### config.mk
export PLATFORM = sky130hd
export DESIGN_NAME = branch_target_predictor_flat
export DESIGN_NICKNAME = d
export VERILOG_FILES = /design/src/rtl/branch_target_predictor_if.sv /design/src/rtl/branch_target_predictor.sv /design/src/flat_wrapper.sv
export SDC_FILE = /design/constraint.sdc
export NUM_CORES = 2
export LEC_CHECK = 0
export BUFFER_PORTS_ARGS = -buffer_cell sky130_fd_sc_hd__buf_2
export CAP_MARGIN = 20
export CORE_MARGIN = 2
export CORE_UTILIZATION = 25
export DETAILED_ROUTE_END_ITERATION = 16
export PLACE_DENSITY = 0.49
export SLEW_MARGIN = 0
export SYNTH_ARGS = -nofsm -noshare
export SYNTH_HDL_FRONTEND = slang
export SYNTH_SLANG_ARGS = --single-unit
### constraint.sdc
create_clock -name CLK -period 11.95 [get_ports CLK]
set_clock_uncertainty 0.15 [all_clocks]
set_input_delay 1.7925 -clock CLK [delete_from_list [all_inputs] [get_ports CLK]]
set_output_delay 1.7925 -clock CLK [all_outputs]
set_load 0.005 [all_outputs]
### src/rtl/branch_target_predictor_if.sv
// branch_target_predictor_if: fetch lookup, resolved-branch update and statistics bundle
interface branch_target_predictor_if #(parameter int CNT_W = 32);
  logic [31:0]      lookup_pc;
  logic             pred_hit;
  logic             pred_taken;
  logic [31:0]      pred_target;
  logic             upd_en;
  logic [31:0]      upd_pc;
  logic             upd_taken;
  logic [31:0]      upd_target;
  logic             upd_mispred;
  logic             flush;
  logic [CNT_W-1:0] lookup_count;
  logic [CNT_W-1:0] mispred_count;
  modport master (
    output lookup_pc, upd_en, upd_pc, upd_taken, upd_target, upd_mispred, flush,
    input  pred_hit, pred_taken, pred_target, lookup_count, mispred_count
  );
  modport slave (
    input  lookup_pc, upd_en, upd_pc, upd_taken, upd_target, upd_mispred, flush,
    output pred_hit, pred_taken, pred_target, lookup_count, mispred_count
  );
endinterface

### src/rtl/branch_target_predictor.sv
// branch_target_predictor: direct-mapped BTB with saturating direction counters
module branch_target_predictor #(
  parameter int ENTRIES  = 16,
  parameter int CTR_BITS = 2,
  parameter int CNT_W    = 32
) (
  input logic CLK,
  input logic nRST,
  branch_target_predictor_if.slave bus
);
  localparam int IDX_W = $clog2(ENTRIES);
  localparam int TAG_W = 30 - IDX_W;
  localparam logic [CTR_BITS-1:0] CTR_MAX = {CTR_BITS{1'b1}};
  localparam logic [CTR_BITS-1:0] CTR_WT  = CTR_BITS'(1 << (CTR_BITS - 1));
  localparam logic [CTR_BITS-1:0] CTR_WNT = CTR_BITS'((1 << (CTR_BITS - 1)) - 1);
  logic [ENTRIES-1:0]  valid_q, valid_d;
  logic [CTR_BITS-1:0] ctr_q [ENTRIES];
  logic [CTR_BITS-1:0] ctr_d [ENTRIES];
  logic [TAG_W-1:0]    tag_q [ENTRIES];
  logic [TAG_W-1:0]    tag_d [ENTRIES];
  logic [31:0]         tgt_q [ENTRIES];
  logic [31:0]         tgt_d [ENTRIES];
  logic [CNT_W-1:0]    lcnt_q, lcnt_d, mcnt_q, mcnt_d;
  logic [IDX_W-1:0]    li, ui;
  logic [TAG_W-1:0]    lt, ut;
  logic                u_hit;
  assign li = bus.lookup_pc[IDX_W+1:2];
  assign lt = bus.lookup_pc[31:IDX_W+2];
  assign ui = bus.upd_pc[IDX_W+1:2];
  assign ut = bus.upd_pc[31:IDX_W+2];
  assign u_hit = valid_q[ui] && tag_q[ui] == ut;
  assign bus.pred_hit      = valid_q[li] && tag_q[li] == lt;
  assign bus.pred_taken    = bus.pred_hit && ctr_q[li][CTR_BITS-1];
  assign bus.pred_target   = bus.pred_taken ? tgt_q[li] : bus.lookup_pc + 32'd4;
  assign bus.lookup_count  = lcnt_q;
  assign bus.mispred_count = mcnt_q;
  always_comb begin
    valid_d = valid_q;
    ctr_d   = ctr_q;
    tag_d   = tag_q;
    tgt_d   = tgt_q;
    lcnt_d  = lcnt_q + CNT_W'(bus.upd_en);
    mcnt_d  = mcnt_q + CNT_W'(bus.upd_en && bus.upd_mispred);
    if (bus.upd_en && u_hit) begin
      ctr_d[ui] = bus.upd_taken ? (ctr_q[ui] == CTR_MAX ? CTR_MAX : ctr_q[ui] + 1'b1)
                                : (ctr_q[ui] == '0 ? '0 : ctr_q[ui] - 1'b1);
      tgt_d[ui] = bus.upd_taken ? bus.upd_target : tgt_q[ui];
    end else if (bus.upd_en && bus.upd_taken) begin
      valid_d[ui] = 1'b1;
      tag_d[ui]   = ut;
      tgt_d[ui]   = bus.upd_target;
      ctr_d[ui]   = CTR_WT;
    end
    // flush overrides any allocation made in the same cycle
    if (bus.flush) valid_d = '0;
  end
  always_ff @(posedge CLK or negedge nRST) begin
    if (!nRST) begin
      valid_q <= '0;
      lcnt_q  <= '0;
      mcnt_q  <= '0;
      for (int i = 0; i < ENTRIES; i++) begin
        ctr_q[i] <= CTR_WNT;
        tag_q[i] <= '0;
        tgt_q[i] <= '0;
      end
    end else begin
      valid_q <= valid_d;
      ctr_q   <= ctr_d;
      tag_q   <= tag_d;
      tgt_q   <= tgt_d;
      lcnt_q  <= lcnt_d;
      mcnt_q  <= mcnt_d;
    end
  end
endmodule
### src/flat_wrapper.sv
// flat-port wrapper written by rule: the top's interface ports become plain ports
module branch_target_predictor_flat 
#(
  parameter int ENTRIES  = 16,
  parameter int CTR_BITS = 2,
  parameter int CNT_W    = 32
)
  (CLK, nRST, bus_lookup_pc, bus_upd_en, bus_upd_pc, bus_upd_taken, bus_upd_target, bus_upd_mispred, bus_flush, bus_pred_hit, bus_pred_taken, bus_pred_target, bus_lookup_count, bus_mispred_count);
  branch_target_predictor_if #(.CNT_W(CNT_W)) bus_i ();
  input logic CLK;
  input logic nRST;
  input wire logic [$bits(bus_i.lookup_pc)-1:0] bus_lookup_pc;
  input wire logic [$bits(bus_i.upd_en)-1:0] bus_upd_en;
  input wire logic [$bits(bus_i.upd_pc)-1:0] bus_upd_pc;
  input wire logic [$bits(bus_i.upd_taken)-1:0] bus_upd_taken;
  input wire logic [$bits(bus_i.upd_target)-1:0] bus_upd_target;
  input wire logic [$bits(bus_i.upd_mispred)-1:0] bus_upd_mispred;
  input wire logic [$bits(bus_i.flush)-1:0] bus_flush;
  output wire logic [$bits(bus_i.pred_hit)-1:0] bus_pred_hit;
  output wire logic [$bits(bus_i.pred_taken)-1:0] bus_pred_taken;
  output wire logic [$bits(bus_i.pred_target)-1:0] bus_pred_target;
  output wire logic [$bits(bus_i.lookup_count)-1:0] bus_lookup_count;
  output wire logic [$bits(bus_i.mispred_count)-1:0] bus_mispred_count;
  assign bus_i.lookup_pc = bus_lookup_pc;
  assign bus_i.upd_en = bus_upd_en;
  assign bus_i.upd_pc = bus_upd_pc;
  assign bus_i.upd_taken = bus_upd_taken;
  assign bus_i.upd_target = bus_upd_target;
  assign bus_i.upd_mispred = bus_upd_mispred;
  assign bus_i.flush = bus_flush;
  assign bus_pred_hit = bus_i.pred_hit;
  assign bus_pred_taken = bus_i.pred_taken;
  assign bus_pred_target = bus_i.pred_target;
  assign bus_lookup_count = bus_i.lookup_count;
  assign bus_mispred_count = bus_i.mispred_count;
  branch_target_predictor #(.ENTRIES(ENTRIES), .CTR_BITS(CTR_BITS), .CNT_W(CNT_W)) u_core (.CLK(CLK), .nRST(nRST), .bus(bus_i));
endmodule
==> flow_summary_export.csv <==
group,metric,value,unit
run_status,status,"completed",
final_layout,register_area,26050,um2
logic_synthesis,ys_types,65,
logic_synthesis,postSynthAreaPerCell,15.21,um2
die,die_h,479.4,um
clocking,cts_buffers,119,
final_layout,nFillCells,22623,
worst_setup_path,crit_top_cell,"buf_4",
route,drc,0,
worst_setup_path,critPathBufInv,4,
global_route,grt_pass1_wl,270000,um
global_route,grt_max_degree,153,
worst_hold_path,hold_class,"reg -> reg",
clocking,root_buffer,"clkbuf_16",
placement,post-place-ws,2947,ps
global_route,grt_pass1_vias,36466,
pwr,power_density,164.2,nW/um2
pwr,p_leak,26.99,nW
final_layout,finalNonFillerCells,6873,
die,fp.dieW,479.4,um
final_layout,multi_input_area,28660,um2
flow_run,cap_viol_max_count,0,
clocking,clk_pin_slew,60,ps
worst_setup_path,path_class,"in -> out",
logic_synthesis,synth_area,56510,um2
timing,hold_viol,0,
final_layout,syn_to_final_growth,13.86,%
timing,setup_viol,0,
timing,fin_crit_sh,74.74,%
pwr,pwr-share-seq,44.2,%
logic_synthesis,synthFlopType,"dfrtp_1",
clocking,ctsLongestPathBuffers,3,
timing,layout_setup_ws,3019,ps
worst_setup_path,cp_slowest_stage_delay,640,ps
worst_setup_path,critPathArrivalTime,6990,ps
logic_synthesis,synth_warnings,0,
clocking,insertion_delay,820,ps
route,viasPerCell,5.003,
placement,gp_congestion,0.8146,
final_layout,final_core_util,28.64,%
route,wl_per_cell,26.99,um
timing,slew_headroom,33.61,%
clocking,cts_tree,"yes",
clocking,cts_setup_buffers,0,
pwr,intPower,7.611,mW
worst_setup_path,end_kind,"output port",
timing,worstMarginPinSlew,993.7,ps
final_layout,finish.net_count,3879,
worst_setup_path,crit_required,10010,ps
pwr,swShare,27.95,%
pwr,peakVddDrop,0.1371,mV
global_route,grt_overflow_total,0,
logic_synthesis,synthCells,3716,
die,boundaryPins,200,
route,drtPass1Iterations,5,
final_layout,stdcell_area,64340,um2
timing,max_freq,0.1120,GHz
logic_synthesis,ys_ff_latch,1040,
global_route,grt_usage,16.03,%
route,routed_wl,185500,um
die,die_area,229800,um2
route,initialDrtViolationCount,2225,
clocking,hold_buffers,0,
die,rows,174,
die,fp.coreArea,224700,um2
clocking,cts_htree_levels,3,
placement,hpwl,112200,um
logic_synthesis,yosysSeqAreaShare,46.09,%
pwr,power,10.56,mW
pwr,p_comb_share,20.1,%
final_layout,drive_gt1_share,50.39,%
logic_synthesis,synth_edf_count,0,
logic_synthesis,syn-num-nets,3823,
clocking,cts_resized,0,
route,dr_total_vias,34385,
pwr,clkPwrFrac,35.6,%
timing,holdWs,319.2,ps
timing,tns,0,ps
route,ant_nets,0,
worst_setup_path,path_cells,"buf_8, buf_4, mux4_2, nor2b_1, a211oi_1, a21oi_1, xnor2_1, nand4_1, or4b_2, or4_2, buf_4, mux2_1, buf_2",
pwr,p_sw,2.953,mW
timing,period_needed,8931,ps
global_route,antenna_found_initial,21,
clocking,clkSinkCount,1040,
worst_setup_path,worstSetupStartpointType,"primary input",
worst_setup_path,cp_slowest_cell,"or4b_2",
timing,slew_violations,0,
logic_synthesis,async_reset_ff_share,100.0,%
worst_setup_path,critical_path.top_delay_family,"buffers and inverters",
die,initial_utilization,25.15,%
worst_setup_path,critPathMaxFanout,63,
timing,rsz0062_at_grt,"no",
placement,place_area,60290,um2
placement,port-buffer-count,197,
placement,place_inst,6642,
==> path summary, 6_finish.rpt <==
kind                                                            start                                    end  slack, ps  depth (start not counted)
worst min register to register  u_core.bus.lookup_count[31]$_DFF_PN0_  u_core.bus.lookup_count[31]$_DFF_PN0_        320                          1
min in group asynchronous                                        nRST          u_core.tag_q[173]$_DFFE_PN0P_        900                          1
worst max register to register          u_core.tag_q[233]$_DFFE_PN0P_           u_core.tgt_q[61]$_DFFE_PN0P_       6230                         10
worst max-delay path                                 bus_lookup_pc[2]                    bus_pred_target[24]       3020                         13
worst min-delay path            u_core.bus.lookup_count[31]$_DFF_PN0_  u_core.bus.lookup_count[31]$_DFF_PN0_        320                          1
max in group asynchronous                                        nRST          u_core.tgt_q[498]$_DFFE_PN0P_       8630                          3
==> sequential cells by signal, summed over array words and instances, names as in the netlist <==
register,cells
u_core.tgt_q,512
u_core.valid_q,16
u_core.ctr_q,32
u_core.tag_q,416
u_core.bus.mispred_count,32
u_core.bus.lookup_count,32
==> cells in the final DEF, fill, tap and decap left out, types with 8 or more instances in the layout <==
cell type,count
and2_1,8
dfstp_2,16
buf_2,188
o21ai_0,9
and4_1,8
xor2_1,37
inv_1,29
a22oi_1,27
a2bb2oi_1,17
clkbuf_1,35
a211oi_1,13
nor2b_1,25
a21oi_4,16
clkbuf_16,120
dfrtp_1,1024
a21oi_1,43
nand2_2,14
nand2_1,74
clkinv_2,24
clkbuf_8,29
and3_1,28
buf_4,74
nor2_1,66
mux2_1,96
o22ai_1,23
xnor2_1,105
mux2i_1,121
nand3_1,52
nand4_1,17
mux2_2,910
diode_2,9
mux4_2,520
==> power by group through the flow <==
stage	registers [mW]	clock network [mW]	logic, mW
floorplan	4.55	0	1.61
global placement	4.69	0	2.11
detailed placement	4.72	0	2.14
CTS	4.66	3.89	2.15
global route	4.76	4.02	2.28
finish	4.67	3.76	2.13
==> kinds of logic (layout without fill, tap and decap cells) <==
family | after synthesis | in the layout | synth area share [%]
multiplexers | 1647 | 1647 | 42.92
other | 0 | 9 | 0
flip-flops | 1040 | 1040 | 46.09
AND/OR/NAND/NOR | 324 | 324 | 2.863
adder cells (fa/ha/maj) | 7 | 7 | 0.1461
buffers and inverters | 372 | 528 | 3.368
AO/OA/AOI/OAI | 184 | 184 | 2.411
XOR/XNOR | 142 | 142 | 2.201
==> layer usage <==
metal	GRT usage [%]	wire, um
met3	2.190	7951
met4	6.931	7579
met2	26.56	90530
met1	20.91	79380
met5	0	46
==> cell usage after synthesis (all sizes together) (30+ instances only) <==
library cell	n	area, um2
buf	202	1265
xor2	37	324.1
mux2	1006	11330
xnor2	105	919.6
dfrtp	1024	25620
a21oi	59	422.9
mux2i	121	1211
clkbuf	140	525.5
nor2	67	254.0
nand3	52	260.3
inv	30	112.6
mux4	520	11710
nand2	89	334.1
==> area by class of cell <==
type,count,area share (%)
Antenna cell,9,0.03500
Clock buffer,182,5.449
Clock inverter,39,0.7701
Inverter,30,0.1750
Multi-Input combinational cell,2304,44.54
Sequential cell,1040,40.48
Tap cell,2992,5.819
Timing Repair Buffer,277,2.732
(Power assumes the default switching activity.)
